===== config.mk =====
export PLATFORM = sky130hd
export DESIGN_NAME = exu_trap_ctrl_flat
export DESIGN_NICKNAME = d
export VERILOG_FILES = /design/src/rtl/exu_trap_pkg.sv /design/src/rtl/exu_trap_ctrl_if.sv /design/src/rtl/exu_trap_prio.sv /design/src/rtl/exu_trap_ctrl.sv /design/src/flat_wrapper.sv
export SDC_FILE = /design/constraint.sdc
export NUM_CORES = 1
export LEC_CHECK = 0
export CORE_ASPECT_RATIO = 2
export CORE_MARGIN = 3
export CORE_UTILIZATION = 49
export CTS_CLUSTER_SIZE = 30
export DETAILED_ROUTE_END_ITERATION = 10
export PLACE_DENSITY = 0.83
export SLEW_MARGIN = 20
export SYNTH_ARGS = -nofsm -noshare
export SYNTH_HDL_FRONTEND = slang
export SYNTH_HIERARCHICAL = 1
export SYNTH_SLANG_ARGS = --single-unit

===== constraint.sdc =====
create_clock -name clk -period 4.7 [get_ports clk]
set_input_delay 0.705 -clock clk [delete_from_list [all_inputs] [get_ports clk]]
set_output_delay 0.705 -clock clk [all_outputs]
set_load 0.02 [all_outputs]

===== src/rtl/exu_trap_pkg.sv =====
// Shared types and constants for the commit-stage trap controller.
// Holds the cause codes, FSM encoding, mtvec modes and the redirect-target helper.
package exu_trap_pkg;

  localparam logic [4:0] CAUSE_IFU_MISALGN = 5'd0;
  localparam logic [4:0] CAUSE_ILL         = 5'd2;
  localparam logic [4:0] CAUSE_BRK         = 5'd3;
  localparam logic [4:0] CAUSE_ECALL       = 5'd11;
  localparam logic [4:0] CAUSE_MSI         = 5'd3;
  localparam logic [4:0] CAUSE_MTI         = 5'd7;
  localparam logic [4:0] CAUSE_MEI         = 5'd11;

  localparam logic [1:0] MTVEC_DIRECT = 2'b00;
  localparam logic [1:0] MTVEC_VECT   = 2'b01;

  typedef enum logic [1:0] {
    ST_IDLE,
    ST_DRAIN,
    ST_COMMIT,
    ST_REDIR
  } state_e;

  typedef enum logic [1:0] {
    TVAL_ZERO,
    TVAL_PC,
    TVAL_INSTR
  } tval_sel_e;

  // Only interrupts are vectored; MODE 1x falls back to the direct base.
  function automatic logic [31:0] trap_target(input logic [31:0] mtvec,
                                              input logic [4:0]  code,
                                              input logic        irq,
                                              input logic        vect_en);
    logic [31:0] base;
    base = {mtvec[31:2], 2'b00};
    if (vect_en && irq && (mtvec[1:0] == MTVEC_VECT)) begin
      return base + {25'd0, code, 2'b00};
    end
    return base;
  endfunction

endpackage


===== src/rtl/exu_trap_ctrl_if.sv =====
// Commit, CSR and redirect signals between the pipeline and the trap controller.
// The slave modport is the trap controller's view; master is the surrounding pipeline.
interface exu_trap_ctrl_if;

  logic        cmt_vld;
  logic        cmt_rdy;
  logic [31:0] cmt_pc;
  logic [31:0] cmt_instr;
  logic        cmt_ifu_misalgn;
  logic        cmt_ill;
  logic        cmt_ebreak;
  logic        cmt_ecall;
  logic        cmt_mret;
  logic        lsu_busy;

  logic        csr_mstatus_mie;
  logic [2:0]  csr_mie;
  logic [2:0]  csr_mip;
  logic [31:0] csr_mtvec;
  logic [31:0] csr_mepc;

  logic        trap_ena;
  logic        mret_ena;
  logic        epc_en;
  logic [31:0] epc_pc;
  logic        in_retr;
  logic        cause_wen;
  logic [31:0] cause_dat;
  logic        tval_wen;
  logic [31:0] tval_dat;

  logic        flush_req;
  logic        redir_vld;
  logic [31:0] redir_pc;
  logic        redir_rdy;

  modport master (
    output cmt_vld, cmt_pc, cmt_instr, cmt_ifu_misalgn, cmt_ill, cmt_ebreak,
           cmt_ecall, cmt_mret, lsu_busy, csr_mstatus_mie, csr_mie, csr_mip,
           csr_mtvec, csr_mepc, redir_rdy,
    input  cmt_rdy, trap_ena, mret_ena, epc_en, epc_pc, in_retr, cause_wen,
           cause_dat, tval_wen, tval_dat, flush_req, redir_vld, redir_pc
  );

  modport slave (
    input  cmt_vld, cmt_pc, cmt_instr, cmt_ifu_misalgn, cmt_ill, cmt_ebreak,
           cmt_ecall, cmt_mret, lsu_busy, csr_mstatus_mie, csr_mie, csr_mip,
           csr_mtvec, csr_mepc, redir_rdy,
    output cmt_rdy, trap_ena, mret_ena, epc_en, epc_pc, in_retr, cause_wen,
           cause_dat, tval_wen, tval_dat, flush_req, redir_vld, redir_pc
  );

endinterface


===== src/rtl/exu_trap_prio.sv =====
// Combinational arbiter: pending interrupts beat exceptions, exceptions beat MRET.
// Produces the winning cause code, its interrupt bit and which value feeds mtval.
module exu_trap_prio
  import exu_trap_pkg::*;
(
  input  logic [2:0] irq_pend,   // {MEI,MTI,MSI}, already masked by MIE/mie
  input  logic       misalgn,
  input  logic       ill,
  input  logic       ebreak,
  input  logic       ecall,
  input  logic       mret,
  output logic       is_irq,
  output logic       is_exc,
  output logic       is_mret,
  output logic [4:0] code,
  output tval_sel_e  tval_sel
);

  always_comb begin
    // NOTE: every output gets a default first so no path through the if-chain infers a latch.
    is_irq   = |irq_pend;
    is_exc   = 1'b0;
    is_mret  = 1'b0;
    code     = '0;
    tval_sel = TVAL_ZERO;

    if (irq_pend[2]) begin
      code = CAUSE_MEI;
    end else if (irq_pend[0]) begin
      code = CAUSE_MSI;
    end else if (irq_pend[1]) begin
      code = CAUSE_MTI;
    end else if (misalgn) begin
      is_exc   = 1'b1;
      code     = CAUSE_IFU_MISALGN;
      tval_sel = TVAL_PC;
    end else if (ill) begin
      is_exc   = 1'b1;
      code     = CAUSE_ILL;
      tval_sel = TVAL_INSTR;
    end else if (ebreak) begin
      is_exc   = 1'b1;
      code     = CAUSE_BRK;
      tval_sel = TVAL_PC;
    end else if (ecall) begin
      is_exc   = 1'b1;
      code     = CAUSE_ECALL;
    end else if (mret) begin
      is_mret  = 1'b1;
    end
  end

endmodule


===== src/rtl/exu_trap_ctrl.sv =====
// Commit-stage trap controller: arbitrates interrupts/exceptions/MRET, strobes the CSR unit
// for one COMMIT cycle and then holds a redirect to fetch until it is accepted.
module exu_trap_ctrl
  import exu_trap_pkg::*;
#(
  parameter bit VECTORED_EN  = 1'b1,
  parameter bit LSU_DRAIN_EN = 1'b1
) (
  input logic            clk,
  input logic            rst,
  exu_trap_ctrl_if.slave bus
);

  logic [2:0]  irq_pend;
  logic        is_irq, is_exc, is_mret;
  logic [4:0]  pr_code;
  tval_sel_e   pr_tval_sel;

  state_e      state_q;
  logic        cmt_rdy_q;
  logic [31:0] pc_q, tval_q;
  logic [4:0]  code_q;
  logic        irq_q, mret_q;

  logic        trap_ena_q, mret_ena_q, epc_en_q, in_retr_q;
  logic        cause_wen_q, tval_wen_q, flush_q, redir_vld_q;
  logic [31:0] epc_pc_q, cause_dat_q, tval_dat_q, redir_pc_q;

  logic        accept, evt, drain_now, go_commit, in_idle;
  logic [31:0] live_tval, c_pc, c_tval, target_d;
  logic [4:0]  c_code;
  logic        c_irq, c_mret;

  assign irq_pend = {3{bus.csr_mstatus_mie}} & bus.csr_mie & bus.csr_mip;

  exu_trap_prio u_prio (
    .irq_pend (irq_pend),
    .misalgn  (bus.cmt_ifu_misalgn),
    .ill      (bus.cmt_ill),
    .ebreak   (bus.cmt_ebreak),
    .ecall    (bus.cmt_ecall),
    .mret     (bus.cmt_mret),
    .is_irq   (is_irq),
    .is_exc   (is_exc),
    .is_mret  (is_mret),
    .code     (pr_code),
    .tval_sel (pr_tval_sel)
  );

  always_comb begin
    live_tval = '0;
    case (pr_tval_sel)
      TVAL_PC:    live_tval = bus.cmt_pc;
      TVAL_INSTR: live_tval = bus.cmt_instr;
      default:    live_tval = '0;
    endcase
  end

  assign accept    = bus.cmt_vld & cmt_rdy_q;
  assign evt       = is_irq | is_exc | is_mret;
  assign drain_now = LSU_DRAIN_EN & bus.lsu_busy;
  assign in_idle   = (state_q == ST_IDLE);

  // Skipping DRAIN commits straight from the live commit bus; otherwise from the latched copy.
  assign c_pc   = in_idle ? bus.cmt_pc : pc_q;
  assign c_tval = in_idle ? live_tval  : tval_q;
  assign c_code = in_idle ? pr_code    : code_q;
  assign c_irq  = in_idle ? is_irq     : irq_q;
  assign c_mret = in_idle ? is_mret    : mret_q;

  assign go_commit = (in_idle && accept && evt && !drain_now) ||
                     ((state_q == ST_DRAIN) && !bus.lsu_busy);

  assign target_d = mret_q ? (bus.csr_mepc & 32'hFFFF_FFFE)
                           : trap_target(bus.csr_mtvec, code_q, irq_q, VECTORED_EN);

  always_ff @(posedge clk) begin
    // NOTE: sequential state uses non-blocking assignments so every register samples pre-edge values.
    if (rst) begin
      state_q     <= ST_IDLE;
      cmt_rdy_q   <= 1'b0;
      pc_q        <= '0;
      tval_q      <= '0;
      code_q      <= '0;
      irq_q       <= 1'b0;
      mret_q      <= 1'b0;
      trap_ena_q  <= 1'b0;
      mret_ena_q  <= 1'b0;
      epc_en_q    <= 1'b0;
      in_retr_q   <= 1'b0;
      cause_wen_q <= 1'b0;
      tval_wen_q  <= 1'b0;
      flush_q     <= 1'b0;
      redir_vld_q <= 1'b0;
      epc_pc_q    <= '0;
      cause_dat_q <= '0;
      tval_dat_q  <= '0;
      redir_pc_q  <= '0;
    end else begin
      trap_ena_q  <= 1'b0;
      mret_ena_q  <= 1'b0;
      epc_en_q    <= 1'b0;
      in_retr_q   <= 1'b0;
      cause_wen_q <= 1'b0;
      tval_wen_q  <= 1'b0;
      flush_q     <= 1'b0;
      epc_pc_q    <= '0;
      cause_dat_q <= '0;
      tval_dat_q  <= '0;

      unique case (state_q)
        ST_IDLE: begin
          cmt_rdy_q <= !(accept && evt);
          if (accept && evt) begin
            pc_q    <= bus.cmt_pc;
            tval_q  <= live_tval;
            code_q  <= pr_code;
            irq_q   <= is_irq;
            mret_q  <= is_mret;
            flush_q <= 1'b1;
            state_q <= drain_now ? ST_DRAIN : ST_COMMIT;
          end else if (accept) begin
            in_retr_q <= 1'b1;
          end
        end
        ST_DRAIN: begin
          if (!bus.lsu_busy) state_q <= ST_COMMIT;
        end
        ST_COMMIT: begin
          redir_vld_q <= 1'b1;
          redir_pc_q  <= target_d;
          state_q     <= ST_REDIR;
        end
        ST_REDIR: begin
          if (bus.redir_rdy) begin
            redir_vld_q <= 1'b0;
            redir_pc_q  <= '0;
            cmt_rdy_q   <= 1'b1;
            state_q     <= ST_IDLE;
          end
        end
        default: state_q <= ST_IDLE;
      endcase

      if (go_commit) begin
        if (c_mret) begin
          mret_ena_q <= 1'b1;
          in_retr_q  <= 1'b1;
        end else begin
          trap_ena_q  <= 1'b1;
          epc_en_q    <= 1'b1;
          cause_wen_q <= 1'b1;
          tval_wen_q  <= 1'b1;
          epc_pc_q    <= c_pc;
          cause_dat_q <= {c_irq, 26'b0, c_code};
          tval_dat_q  <= c_tval;
        end
      end
    end
  end

  assign bus.cmt_rdy   = cmt_rdy_q;
  assign bus.trap_ena  = trap_ena_q;
  assign bus.mret_ena  = mret_ena_q;
  assign bus.epc_en    = epc_en_q;
  assign bus.epc_pc    = epc_pc_q;
  assign bus.in_retr   = in_retr_q;
  assign bus.cause_wen = cause_wen_q;
  assign bus.cause_dat = cause_dat_q;
  assign bus.tval_wen  = tval_wen_q;
  assign bus.tval_dat  = tval_dat_q;
  assign bus.flush_req = flush_q;
  assign bus.redir_vld = redir_vld_q;
  assign bus.redir_pc  = redir_pc_q;

endmodule


===== src/flat_wrapper.sv =====
// flat-port wrapper written by rule: the top's interface ports become plain ports
module exu_trap_ctrl_flat import exu_trap_pkg::*;
#(
  parameter bit VECTORED_EN  = 1'b1,
  parameter bit LSU_DRAIN_EN = 1'b1
)
  (clk, rst, bus_cmt_vld, bus_cmt_pc, bus_cmt_instr, bus_cmt_ifu_misalgn, bus_cmt_ill, bus_cmt_ebreak, bus_cmt_ecall, bus_cmt_mret, bus_lsu_busy, bus_csr_mstatus_mie, bus_csr_mie, bus_csr_mip, bus_csr_mtvec, bus_csr_mepc, bus_redir_rdy, bus_cmt_rdy, bus_trap_ena, bus_mret_ena, bus_epc_en, bus_epc_pc, bus_in_retr, bus_cause_wen, bus_cause_dat, bus_tval_wen, bus_tval_dat, bus_flush_req, bus_redir_vld, bus_redir_pc);
  exu_trap_ctrl_if bus_i ();
  input logic clk;
  input logic rst;
  input wire logic [$bits(bus_i.cmt_vld)-1:0] bus_cmt_vld;
  input wire logic [$bits(bus_i.cmt_pc)-1:0] bus_cmt_pc;
  input wire logic [$bits(bus_i.cmt_instr)-1:0] bus_cmt_instr;
  input wire logic [$bits(bus_i.cmt_ifu_misalgn)-1:0] bus_cmt_ifu_misalgn;
  input wire logic [$bits(bus_i.cmt_ill)-1:0] bus_cmt_ill;
  input wire logic [$bits(bus_i.cmt_ebreak)-1:0] bus_cmt_ebreak;
  input wire logic [$bits(bus_i.cmt_ecall)-1:0] bus_cmt_ecall;
  input wire logic [$bits(bus_i.cmt_mret)-1:0] bus_cmt_mret;
  input wire logic [$bits(bus_i.lsu_busy)-1:0] bus_lsu_busy;
  input wire logic [$bits(bus_i.csr_mstatus_mie)-1:0] bus_csr_mstatus_mie;
  input wire logic [$bits(bus_i.csr_mie)-1:0] bus_csr_mie;
  input wire logic [$bits(bus_i.csr_mip)-1:0] bus_csr_mip;
  input wire logic [$bits(bus_i.csr_mtvec)-1:0] bus_csr_mtvec;
  input wire logic [$bits(bus_i.csr_mepc)-1:0] bus_csr_mepc;
  input wire logic [$bits(bus_i.redir_rdy)-1:0] bus_redir_rdy;
  output wire logic [$bits(bus_i.cmt_rdy)-1:0] bus_cmt_rdy;
  output wire logic [$bits(bus_i.trap_ena)-1:0] bus_trap_ena;
  output wire logic [$bits(bus_i.mret_ena)-1:0] bus_mret_ena;
  output wire logic [$bits(bus_i.epc_en)-1:0] bus_epc_en;
  output wire logic [$bits(bus_i.epc_pc)-1:0] bus_epc_pc;
  output wire logic [$bits(bus_i.in_retr)-1:0] bus_in_retr;
  output wire logic [$bits(bus_i.cause_wen)-1:0] bus_cause_wen;
  output wire logic [$bits(bus_i.cause_dat)-1:0] bus_cause_dat;
  output wire logic [$bits(bus_i.tval_wen)-1:0] bus_tval_wen;
  output wire logic [$bits(bus_i.tval_dat)-1:0] bus_tval_dat;
  output wire logic [$bits(bus_i.flush_req)-1:0] bus_flush_req;
  output wire logic [$bits(bus_i.redir_vld)-1:0] bus_redir_vld;
  output wire logic [$bits(bus_i.redir_pc)-1:0] bus_redir_pc;
  assign bus_i.cmt_vld = bus_cmt_vld;
  assign bus_i.cmt_pc = bus_cmt_pc;
  assign bus_i.cmt_instr = bus_cmt_instr;
  assign bus_i.cmt_ifu_misalgn = bus_cmt_ifu_misalgn;
  assign bus_i.cmt_ill = bus_cmt_ill;
  assign bus_i.cmt_ebreak = bus_cmt_ebreak;
  assign bus_i.cmt_ecall = bus_cmt_ecall;
  assign bus_i.cmt_mret = bus_cmt_mret;
  assign bus_i.lsu_busy = bus_lsu_busy;
  assign bus_i.csr_mstatus_mie = bus_csr_mstatus_mie;
  assign bus_i.csr_mie = bus_csr_mie;
  assign bus_i.csr_mip = bus_csr_mip;
  assign bus_i.csr_mtvec = bus_csr_mtvec;
  assign bus_i.csr_mepc = bus_csr_mepc;
  assign bus_i.redir_rdy = bus_redir_rdy;
  assign bus_cmt_rdy = bus_i.cmt_rdy;
  assign bus_trap_ena = bus_i.trap_ena;
  assign bus_mret_ena = bus_i.mret_ena;
  assign bus_epc_en = bus_i.epc_en;
  assign bus_epc_pc = bus_i.epc_pc;
  assign bus_in_retr = bus_i.in_retr;
  assign bus_cause_wen = bus_i.cause_wen;
  assign bus_cause_dat = bus_i.cause_dat;
  assign bus_tval_wen = bus_i.tval_wen;
  assign bus_tval_dat = bus_i.tval_dat;
  assign bus_flush_req = bus_i.flush_req;
  assign bus_redir_vld = bus_i.redir_vld;
  assign bus_redir_pc = bus_i.redir_pc;
  exu_trap_ctrl #(.VECTORED_EN(VECTORED_EN), .LSU_DRAIN_EN(LSU_DRAIN_EN)) u_core (.clk(clk), .rst(rst), .bus(bus_i));
endmodule

# ---- Word level (Yosys, flattened, before mapping)
# Index checks and enable logic that the tools add are counted.
dict set report op_classes {
  bitwise 7
  n_mux 57
  n_eq_ne 9
  reduce_logical 20
  n_addsub 1
}
# operator count
set ops {}
lappend ops {{$mux W32} 6}
lappend ops {{$pmux W32 S2} 2}
lappend ops {{$add A32 B7 Y32} 1}
lappend ops {{$mux W1} 29}
lappend ops {{$mux W4} 7}
lappend ops {{$mux W2} 9}
lappend ops {{$pmux W2 S4} 1}
lappend ops {{$and A3 B3 Y3} 2}
lappend ops {{$eq A2 B1 Y1 const B} 3}
lappend ops {{$eq A2 B2 Y1 const B} 3}
lappend ops {{$logic_and A1 B1 Y1} 6}
lappend ops {{$ne A2 B2 Y1 const B} 3}
lappend ops {{$reduce_and A2 Y1} 3}
lappend ops {{$reduce_or A3 Y1} 2}
lappend ops {{$mux W5} 1}
lappend ops {{$pmux W1 S2} 2}
lappend ops {{$reduce_bool A2 Y1} 2}
lappend ops {{$reduce_or A2 Y1} 2}
lappend ops {{$reduce_and A3 Y1} 1}
lappend ops {{$logic_not A1 Y1} 2}
lappend ops {{$logic_not A2 Y1} 1}
lappend ops {{$not A1 Y1} 2}
lappend ops {{$or A1 B1 Y1} 2}
lappend ops {{$and A1 B1 Y1} 1}
lappend ops {{$logic_or A1 B1 Y1} 1}
dict set report totals {
  input_bits 145
  word_cells 111
  register_bits 207
}

# ---- Depth between registers and ports, before layout
# Gate-level depths: netlist of the first run.
dict set report logic_depth {
  ltp_word 14
  depth_mapped 12
  ltp_nobuf 10
}

# ---- Modules after synthesis
# Netlist of the first run, hierarchy kept.
# mod cells_per_inst area_per_inst_um2 seq_area_each_um2 instances
set modules_own_cells {}
lappend modules_own_cells {exu_trap_ctrl 924 8051.5 3603.5 1}
lappend modules_own_cells {exu_trap_prio 19 121.4 0.0 1}

# ---- Least setup slack after synthesis of the first run
# Ideal clock, no wire load.
dict set report synth_path {
  path_kind {input to register}
  from {input port bus_csr_mip[1]}
  to {register u_core.tval_q[21]}
  setup_time_ps 128
  arrival_ps 2594
  slack_ps 1978
  stages 9
  path_cell_list {and3_1 -> nor3_2 -> inv_1 -> or3_1 -> nand3_1 -> clkbuf_1 -> buf_1 -> a2bb2oi_1 -> nor2_1}
}
dict set report synth_between {
  word_cells_on_any_way 18
}
# element line
set synth_lines {}
lappend synth_lines {{start: declaration} flat_wrapper.sv:22} ;# input wire logic [$bits(bus_i.csr_mip)-1:0] bus_csr_mip;
lappend synth_lines {{$and A3 B3 Y3} exu_trap_ctrl.sv:34} ;# assign irq_pend = {3{bus.csr_mstatus_mie}} & bus.csr_mie & bus.csr_mip;
lappend synth_lines {{$reduce_or A3 Y1} exu_trap_prio.sv:21} ;# is_irq = |irq_pend;
lappend synth_lines {{via u_core.is_irq} exu_trap_ctrl.sv:15} ;# logic is_irq, is_exc, is_mret;
lappend synth_lines {{$or A1 B1 Y1 (2 in a row)} exu_trap_ctrl.sv:60} ;# assign evt = is_irq | is_exc | is_mret;
lappend synth_lines {{$logic_and A1 B1 Y1} exu_trap_ctrl.sv:114} ;# if (accept && evt) begin
lappend synth_lines {{$reduce_and A2 Y1 (no line)} --}
lappend synth_lines {{end signal: assignment} exu_trap_ctrl.sv:116} ;# tval_q <= live_tval;
lappend synth_lines {{end: declaration} exu_trap_ctrl.sv:21} ;# logic [31:0] pc_q, tval_q;
# The timed path passes the listed nets, and every way through them passes these cells.
# A chain may end at the register's enable or synchronous reset.

# ---- Worst setup path in the final report of the first run
dict set report layout_path {
  from {input port bus_csr_mstatus_mie}
  to {register u_core.tval_dat_q[11] (netlist: u_core/bus.tval_dat[11])}
}
dict set report layout_between {
  word_cells_on_any_way 24
}
# element line
set layout_lines {}
lappend layout_lines {{start: declaration} flat_wrapper.sv:20} ;# input wire logic [$bits(bus_i.csr_mstatus_mie)-1:0] bus_csr_mstatus_mie;
lappend layout_lines {{$and A3 B3 Y3 (2 in a row)} exu_trap_ctrl.sv:34}
lappend layout_lines {{via u_core.irq_pend[1]} exu_trap_ctrl.sv:14} ;# logic [2:0] irq_pend;
lappend layout_lines {{$reduce_or A3 Y1} exu_trap_prio.sv:21}
lappend layout_lines {{via u_core.is_irq} exu_trap_ctrl.sv:15}
lappend layout_lines {{$or A1 B1 Y1 (2 in a row)} exu_trap_ctrl.sv:60}
lappend layout_lines {{$logic_and A1 B1 Y1 (2 in a row)} exu_trap_ctrl.sv:71} ;# assign go_commit = (in_idle && accept && evt && !drain_now) ||
lappend layout_lines {{$logic_or A1 B1 Y1} exu_trap_ctrl.sv:71}
lappend layout_lines {{$not A1 Y1 (no line)} --}
lappend layout_lines {{$reduce_or A3 Y1 (no line)} --}
lappend layout_lines {{end signal: assignment} exu_trap_ctrl.sv:156} ;# tval_dat_q <= c_tval;
lappend layout_lines {{end: declaration} exu_trap_ctrl.sv:27} ;# logic [31:0] epc_pc_q, cause_dat_q, tval_dat_q, redir_pc_q;
# The timed path passes the listed nets, and every way through them passes these cells.

==> results of run 1 <==
-- synth_stat cells, types with 3 or more instances --
master | instances | area share (%)
nor2_1 | 95 | 4.4
nand4_1 | 6 | 0.46
clkbuf_1 | 65 | 3.0
nor2b_1 | 7 | 0.54
a21oi_1 | 88 | 5.4
and3_1 | 9 | 0.69
a2bb2oi_1 | 29 | 3.1
xor2_1 | 8 | 0.86
a22oi_1 | 17 | 1.6
a22o_1 | 32 | 3.4
and2_1 | 3 | 0.23
a32oi_1 | 5 | 0.54
xnor2_1 | 15 | 1.6
and4_2 | 3 | 0.37
mux2i_1 | 43 | 5.3
ha_1 | 11 | 1.7
o22ai_1 | 15 | 1.1
nand2_1 | 126 | 5.8
nand3_1 | 5 | 0.31
nand2b_1 | 33 | 2.5
a2111oi_2 | 3 | 0.55
a211oi_1 | 11 | 1.0
or3_1 | 3 | 0.23
o211ai_1 | 4 | 0.37
dfxtp_1 | 180 | 44
o21ai_0 | 22 | 1.3
a21o_1 | 4 | 0.37
o2111ai_1 | 5 | 0.54
buf_4 | 31 | 2.8
a221oi_1 | 4 | 0.43
inv_1 | 18 | 0.83
-- report_power, final --
part	switching [mW]	internal [mW]	total, mW
clock network	0.604	1.02	1.63
registers	0.0700	1.65	1.72
logic	0.881	0.686	1.57
total	1.56	3.36	4.92
-- worst max-delay path: stages --
cell and delay, ps:
clkdlybuf4s50_1 420, and3_1 210, nor3_2 360, inv_1 170, nor2_1 110, or3_1 200, nor2b_4 890, o211ai_1 240
buf_12 280, a21oi_1 170
-- sequential cells by signal, summed over array words and instances (netlist names), 2 cells and up --
register,count
u_core/code_q,5
u_core/bus.cause_dat,6
u_core/bus.epc_pc,32
u_core/state_q,2
u_core/tval_q,32
u_core/pc_q,32
u_core/bus.redir_pc,31
u_core/bus.tval_dat,32
-- how the worst min path moves through the flow --
stage                                  to  slack (ps)  cells after the start
final                     u_core/pc_q[17]         450                      2
after global routing      u_core/pc_q[15]         470                      2
after CTS                  u_core/pc_q[2]         450                      2
after detailed placement  u_core/pc_q[15]         450                      2
after global placement     u_core/pc_q[3]         440                      2
after floorplan            u_core/pc_q[0]         440                      2
-- kinds of logic after synthesis --
group           share of synthesized area (%)
mux                                     5.266
simple gates                            17.28
compound gates                          21.89
buf+inv                                 6.981
xor+xnor                                2.465
fa+ha+maj                               1.929
flops                                   44.09
other cells                           0.09189
-- cell type report --
cell class | count | share of cell area, %
Multi-Input combinational cell | 671 | 36.29
Sequential cell | 180 | 31.66
Timing Repair Buffer | 266 | 23.19
Clock buffer | 19 | 3.979
Tap cell | 204 | 2.242
Clock inverter | 12 | 2.001
Inverter | 18 | 0.5936
Antenna cell | 2 | 0.04397
-- stage by stage --
step,cell area [um2],util [%],setup slack (ps),cells
3_3_place_gp,10690,65.39,903.0,1339
2_1_floorplan,8270,-,1978,969
4_1_cts,11370,69.55,1248,1370
6_report,11380,69.61,1233,1372
3_5_place_dp,10690,65.39,786.4,1339
5_1_grt,11380,69.61,958.0,1372
-- metal layers --
layer | global-route usage, % | vias to the layer above
li1 | - | 3677
met1 | 26.79 | 3678
met2 | 49.31 | 332
met3 | 5.706 | 73
met4 | 15.41 | 0
met5 | 0 | -
==> results.yml, run 1 <==
grt:
  grt_pass1_wl_um: 38990
  antenna_found_initial: 2
  grt_max_degree: 79
  grt_pass1_vias: 7667
  overflow: 0
  grtUsageTotal_pct: 26.53
clock_network:
  post_cts_buffers: 0
  tritoncts: "built"
  clkTransAtPathRegs_ps: 60
  ctsResizeCount: 0
  clockBufferDepth: 2
  worstSkewPairLatency_ps: 430
  cts_hold_buf: 0
  htreeDepth: 4
  clockRootBuffer: "clkbuf_16"
  numClockSinks: 180
  cts_inserted_buffers: 17
critical_path:
  crit_path_end: "u_core/bus.tval_dat[11]"
  r2r-end: "u_core/tval_q[17]"
  critPathCaptureType: "flip-flop"
  critPathMaxFanout: 71
  path_class: "in2reg"
  start_kind: "input pin"
  reg2reg_from: "u_core/state_q[0]"
  reg2reg_depth: 8
  crit_arrival_ps: 3820
  r2r_slack_ps: 2130
  required_ps: 5050
  crit_start: "bus_csr_mstatus_mie"
die:
  num_rows: 66
  die_area_mm2: 0.01836
  die_w_um: 97.32
  start_util_pct: 49.98
  io-pin-count: 282
  die_y_um: 188.6
  core_area_mm2: 0.01635
power:
  leakage_nw: 4.175
  irDropWorstVdd_uv: 378.7
  total_power_mw: 4.918
  pwr_density_cell_mw_per_mm2: 432.1
route:
  wl_per_cell_um: 18.31
  route.detailed.drc: 0
  drtAntennaViolNets: 0
  wl_met3_um: 1549
  met2WireLength_um: 13570
  drt_pre_antenna_iters: 6
  dr.max_layer_used: "met4"
  wl_um: 25120
  dr_total_vias: 7760
  wl_met1_um: 8683
  viasPerCell: 5.656
  initialDrtViolationCount: 390
placed_design:
  port_buffers: 253
  dp_hpwl_um: 17530
  gp_congestion: 0.9351
timing:
  holdWs_ps: 454.2
  min_period_ps: 3467
  grt_setup_unrepaired: "no"
  fmax_ghz: 0.2885
  worst_pin_slew_ps: 1075
  setup_tns_ps: 0
  slew_violations: 0
  fin_crit_sh_pct: 73.76
  finClkSkew_ps: 12.36
  setup_viol: 0
  hold_viol: 0
  max_slew_margin_pct: 28.19
finish:
  seqCellArea_mm2: 0.003603
  syn2layout_area_growth_pct: 39.27
  final_common_cell: "clkdlybuf4s50_1"
  drive_gt1_share_pct: 6.089
  final_cell_mix: "252 x clkdlybuf4s50_1, 180 x dfxtp_1, 126 x nand2_1"
  multi_input_area_mm2: 0.004130
  fin_nets: 1311
  fill_cells: 1273
synth:
  ys.warnings.count: 6
  netlist_instances: 943
  ys_types: 61
  synthArstFlopShare_pct: 0
  synth_ff_type: "dfxtp_1"
  synth_edf_count: 0
  synth.avg_cell_area_um2: 8.667
  syn_area_mm2: 0.008173
  ys_seq_area_share_pct: 44.09
  yosys_register_bits: 180
job:
  max_cap_viol_count: 0
hold_path:
  hold_path_class: "reg2reg"
  min_from: "u_core/pc_q[17]"
run_status:
  status: "completed"
Power figures use the tool's default switching activity.
==> inputs of run 2 (changes only) <==
CORE_UTILIZATION = 46   (was 49)
PLACE_DENSITY = 0.78   (was 0.83)
clock period = 3.6 ns   (was 4.7 ns; I/O delays follow)
==> run 2 against run 1 <==
Clock power is 17% higher. First-iteration DRC count rose by 3.1%. Wire length increased by 1.6%. Core utilization down 4.1 points. Worst setup slack worse by 420 ps. Cell count up 0.87%. Largest power group unchanged. Highest routed layer is now met5.
==> results.yml, run 2 (synthesis results as in run 1) <==
critical_path:
  critPathMaxFanout: 6
  reg2reg_from: "u_core/code_q[0]"
  required_ps: 3950
  path_class: "in2reg"
  reg2reg_depth: 8
  critPathCaptureType: "flip-flop"
  r2r-end: "u_core/bus.redir_pc[30]"
  r2r_slack_ps: 1060
  crit_arrival_ps: 3140
  start_kind: "input pin"
hold_path:
  hold_path_class: "reg2reg"
  min_path_cells: 2
  worstHoldEndpoint: "u_core/pc_q[2]"
  min_from: "u_core/pc_q[2]"
clock_network:
  clkTransAtPathRegs_ps: 70
  numClockSinks: 180
  clockRootBuffer: "clkbuf_16"
  htreeDepth: 4
  worstSkewPairLatency_ps: 430
  cts_hold_buf: 0
  ctsResizeCount: 0
  tritoncts: "built"
  clockBufferDepth: 2
  post_cts_buffers: 0
  cts_inserted_buffers: 17
grt:
  grt_pass1_wl_um: 39460
  grt_use_met1_pct: 26.12
  antenna_found_initial: 4
  grt_pass1_vias: 7648
  grt_max_degree: 72
  grtUsageTotal_pct: 25.49
  overflow: 0
  grt_use_met3_pct: 4.059
  use_met2_pct: 46.90
  grt_busiest_layer: "met2"
timing:
  fmax_ghz: 0.3584
  finClkSkew_ps: 11.69
  slew_violations: 0
  hold_viol: 0
  fin_crit_sh_pct: 77.50
  worst_pin_slew_ps: 1070
  setup_tns_ps: 0
  max_slew_margin_pct: 28.41
  min_period_ps: 2790
  setup_viol: 0
  grt_setup_unrepaired: "no"
die:
  num_rows: 68
  start_util_pct: 47.09
  die_area_mm2: 0.01950
  io-pin-count: 282
  die_w_um: 100.3
  core_area_mm2: 0.01736
  die_y_um: 194.5
power:
  switchingPower_mw: 2.051
  leakage_nw: 4.176
  irDropWorstVdd_uv: 350.8
  total_power_mw: 6.243
  pwr_density_cell_mw_per_mm2: 549.1
  p_clk_share_pct: 30.6
  power_frac_comb_pct: 33.3
  seq_power_share_pct: 36.1
  internal_power_mw: 4.192
  power_switching_share_pct: 32.85
route:
  drt_pre_antenna_iters: 5
  route.detailed.drc: 0
  wl_um: 25520
  viasPerCell: 5.605
  drtAntennaViolNets: 0
  dr_total_vias: 7757
  initialDrtViolationCount: 402
  wl_per_cell_um: 18.44
finish:
  multi_input_area_mm2: 0.004125
  final_cell_mix: "252 x clkdlybuf4s50_1, 180 x dfxtp_1, 126 x nand2_1"
  syn2layout_area_growth_pct: 39.10
  final_common_cell: "clkdlybuf4s50_1"
  fin_nets: 1316
  drive_gt1_share_pct: 6.149
  fill_cells: 1444
  seqCellArea_mm2: 0.003603
job:
  max_cap_viol_count: 0
run_status:
  status: "completed"
placed_design:
  port_buffers: 253
  dp_hpwl_um: 17790
  gp_congestion: 0.9393
run 2: cell types whose count changed in the layout (fill, tap and decap cells not counted), sizes merged:
cell / before / now
diode: 2 / 3
inv: 18 / 19
bufinv: 6 / 3
clkinv: 2 / 4
clkinvlp: 4 / 3
clkbuf: 19 / 20
buf: 14 / 19
run 2: power groups by stage:
stage / clock (mW) / combinational [mW] / sequential [mW]
6_report: 1.91 / 2.08 / 2.25
5_1_grt: 2.02 / 2.23 / 2.27
4_1_cts: 1.94 / 2.09 / 2.25
3_5_place_dp: 0 / 2.08 / 2.29
3_3_place_gp: 0 / 2.05 / 2.29
2_1_floorplan: 0 / 1.22 / 2.40
run 2: critical path: stages:
cell,delay (ps)
clkdlybuf4s50_1,510
ha_1,180
inv_1,60
fa_1,400
nor2b_1,160
o31a_1,360
o211ai_1,290
or3_1,410
a41oi_1,200
run 2: final cells by class:
cell class,instances,share of cell area [%]
timing repair buffer,271,23.77
antenna,3,0.06604
tap,210,2.311
clock buffer,20,3.929
clock inverter,11,1.343
inverter,18,0.5943
multi-input combinational,671,36.29
sequential,180,31.70
run 2: metrics by stage:
stage / setup slack, ps / utilization [%] / std cells / instance area (um2) / hold slack, ps
2_1_floorplan: 1043 / - / 969 / 8270 / 435.7
3_3_place_gp: 502.7 / 62.00 / 1350 / 10760 / 440.9
3_5_place_dp: 422.8 / 62.00 / 1350 / 10760 / 445.6
4_1_cts: 864.3 / 65.46 / 1381 / 11360 / 454.9
5_1_grt: 673.8 / 65.50 / 1384 / 11370 / 472.4
6_report: 810.1 / 65.50 / 1384 / 11370 / 453.1
run 2: worst max path at each step:
stage,start,endpoint,slack [ps],cells past startpoint
floorplan,bus_csr_mip[1],u_core/tval_q[21],1040,9
global placement,bus_csr_mstatus_mie,u_core/bus.tval_dat[16],500,9
detailed placement,bus_csr_mtvec[2],u_core/bus.redir_pc[30],420,9
CTS,bus_csr_mtvec[2],u_core/bus.redir_pc[30],860,9
global route,bus_csr_mtvec[2],u_core/bus.redir_pc[30],670,9
finish,bus_csr_mtvec[2],u_core/bus.redir_pc[30],810,9
run 2: metal layers:
layer,routed length (um),vias to the layer above
met5,11,-
met4,1344,2
met3,1459,80
met2,13920,322
met1,8782,3672
li1,-,3681
==> inputs of run 3 (changes only) <==
CORE_UTILIZATION = 41   (was 46)
PLACE_DENSITY = 0.73   (was 0.78)
clock period = 2.5 ns   (was 3.6 ns; I/O delays follow)
==> run 3 against run 2 <==
Power rose by 46%. Largest cell class unchanged. Clock skew rose by 3.9 ps. Non-clock buffer count rose by 72. Count of clock-buffer cells in the layout up 2. Combinational power up 55%. Critical endpoint is now u_core/tval_q[13]. Sequential share of layout area down 1.7 points. Wire length is 5.2% higher. Sequential power is 44% higher. Via count increased by 2.8%.
==> results.yml, run 3 (synthesis results as in run 1) <==
power:
  seq_power_share_pct: 35.6
  p_clk_share_pct: 29.0
  power_switching_share_pct: 33.11
  leakage_nw: 4.534
  switchingPower_mw: 3.015
  power_frac_comb_pct: 35.4
  total_power_mw: 9.106
  internal_power_mw: 6.091
  pwr_density_cell_mw_per_mm2: 758.0
  irDropWorstVdd_uv: 402.2
die:
  io-pin-count: 282
  num_rows: 72
  die_area_mm2: 0.02177
  die_y_um: 205.7
  die_w_um: 105.8
  start_util_pct: 42.00
  core_area_mm2: 0.01946
finish:
  fill_cells: 1697
  stdcell_count: 1505
  seqCellArea_mm2: 0.003603
  final_common_cell: "clkdlybuf4s50_1"
  final_cell_mix: "252 x clkdlybuf4s50_1, 180 x dfxtp_1, 126 x nand2_1"
  syn2layout_area_growth_pct: 46.98
  design_area_mm2: 0.01201
  multi_input_area_mm2: 0.004139
  fin_nets: 1388
  drive_gt1_share_pct: 11.90
timing:
  min_period_ps: 2357
  timing.final.ws_setup_ps: 143.2
  setup_viol: 0
  hold_viol: 0
  fmax_ghz: 0.4243
  finClkSkew_ps: 15.54
  slew_violations: 0
  holdWs_ps: 278.4
  fin_crit_sh_pct: 94.27
  grt_setup_unrepaired: "no"
  worst_pin_slew_ps: 1104
  max_slew_margin_pct: 26.10
critical_path:
  crit_arrival_ps: 2650
  crit_path_end: "u_core/tval_q[13]"
  crit_chain: "clkdlybuf4s50_1 > and3_1 > nor3_2 > buf_4 > inv_1 > a21oi_2 > inv_1 > ha_1 > buf_4 > a22o_1 > nand2_1 > a2bb2oi_1 > nor2_1"
  reg2reg_from: "u_core/code_q[0]"
  r2r-end: "u_core/bus.redir_pc[30]"
  path_class: "in2reg"
  r2r_slack_ps: 260
  crit_start: "bus_csr_mstatus_mie"
  required_ps: 2800
  start_kind: "input pin"
  cp_slowest_cell: "clkdlybuf4s50_1"
  critPathMaxFanout: 12
  cpPeakStageDelay_ps: 420
  critPathCaptureType: "flip-flop"
  reg2reg_depth: 9
clock_network:
  cts_inserted_buffers: 17
  worstSkewPairLatency_ps: 440
  ctsResizeCount: 0
  post_cts_buffers: 0
  numClockSinks: 180
  clkTransAtPathRegs_ps: 70
  cts_hold_buf: 0
  tritoncts: "built"
  clockBufferDepth: 2
  htreeDepth: 4
  clockRootBuffer: "clkbuf_16"
placed_design:
  dp_hpwl_um: 19580
  place_area_mm2: 0.01142
  dp_slack_ps: -303.5
  port_buffers: 253
  gp_congestion: 0.9507
  placed_cells: 1471
hold_path:
  hold_path_class: "in2reg"
grt:
  grt_pass1_vias: 8014
  grt_max_degree: 48
  overflow: 0
  grt_pass1_wl_um: 41410
  grtUsageTotal_pct: 24.29
  antenna_found_initial: 3
route:
  drtAntennaViolNets: 0
  route.detailed.drc: 0
  dr_total_vias: 7971
  wl_per_cell_um: 17.84
  initialDrtViolationCount: 418
  drt_pre_antenna_iters: 5
  wl_um: 26840
  viasPerCell: 5.296
job:
  max_cap_viol_count: 0
run_status:
  status: "completed"
## run 3: worst min-delay path by stage
stage | slack, ps | endpoint | cells after the start | start
2_1_floorplan | 440 | u_core/pc_q[0] | 2 | u_core/pc_q[0]
3_5_place_dp | 450 | u_core/pc_q[5] | 2 | u_core/pc_q[5]
6_report | 280 | u_core/bus.redir_pc[1] | 2 | rst
4_1_cts | 260 | u_core/bus.redir_pc[1] | 2 | rst
5_1_grt | 280 | u_core/bus.redir_vld | 2 | rst
3_3_place_gp | 440 | u_core/pc_q[2] | 2 | u_core/pc_q[2]
## run 3: power by group through the flow
stage                     clock network [mW]  registers, mW  logic (mW)
after floorplan                            0           3.46        1.76
final                                   2.64           3.24        3.23
after detailed placement                   0           3.30        3.22
after global placement                     0           3.30        3.19
after global routing                    2.82           3.27        3.44
after CTS                               2.70           3.24        3.23
## run 3: area by class of cell
class / count / share of cell area, %
multi-input combinational: 671 / 34.45
sequential: 180 / 30.00
timing repair buffer: 343 / 27.41
clock buffer: 22 / 4.031
tap: 259 / 2.698
clock inverter: 10 / 0.8020
inverter: 18 / 0.5624
antenna: 2 / 0.04166
## run 3: layer usage
metal	global-route usage, %	up-vias	share of wire [%]
li1	-	3830	-
met1	23.05	3753	33
met2	47.65	324	57
met3	4.898	62	5.6
met4	13.15	2	4.0
met5	0	-	0.075
## run 3: stage by stage
stage / TNS (ps) / utilization (%)
floorplan: 0 / -
global placement: -27010 / 58.68
detailed placement: -32680 / 58.68
CTS: 0 / 61.66
global route: 0 / 61.73
finish: 0 / 61.73
## run 3: worst max-delay path: cells and delay by family
family	cells	cell delay, ps
AOI/OAI and AO/OA	3	550
adders and majority gates	1	250
buffers and inverters	5	920
and+or+nand+nor	4	540
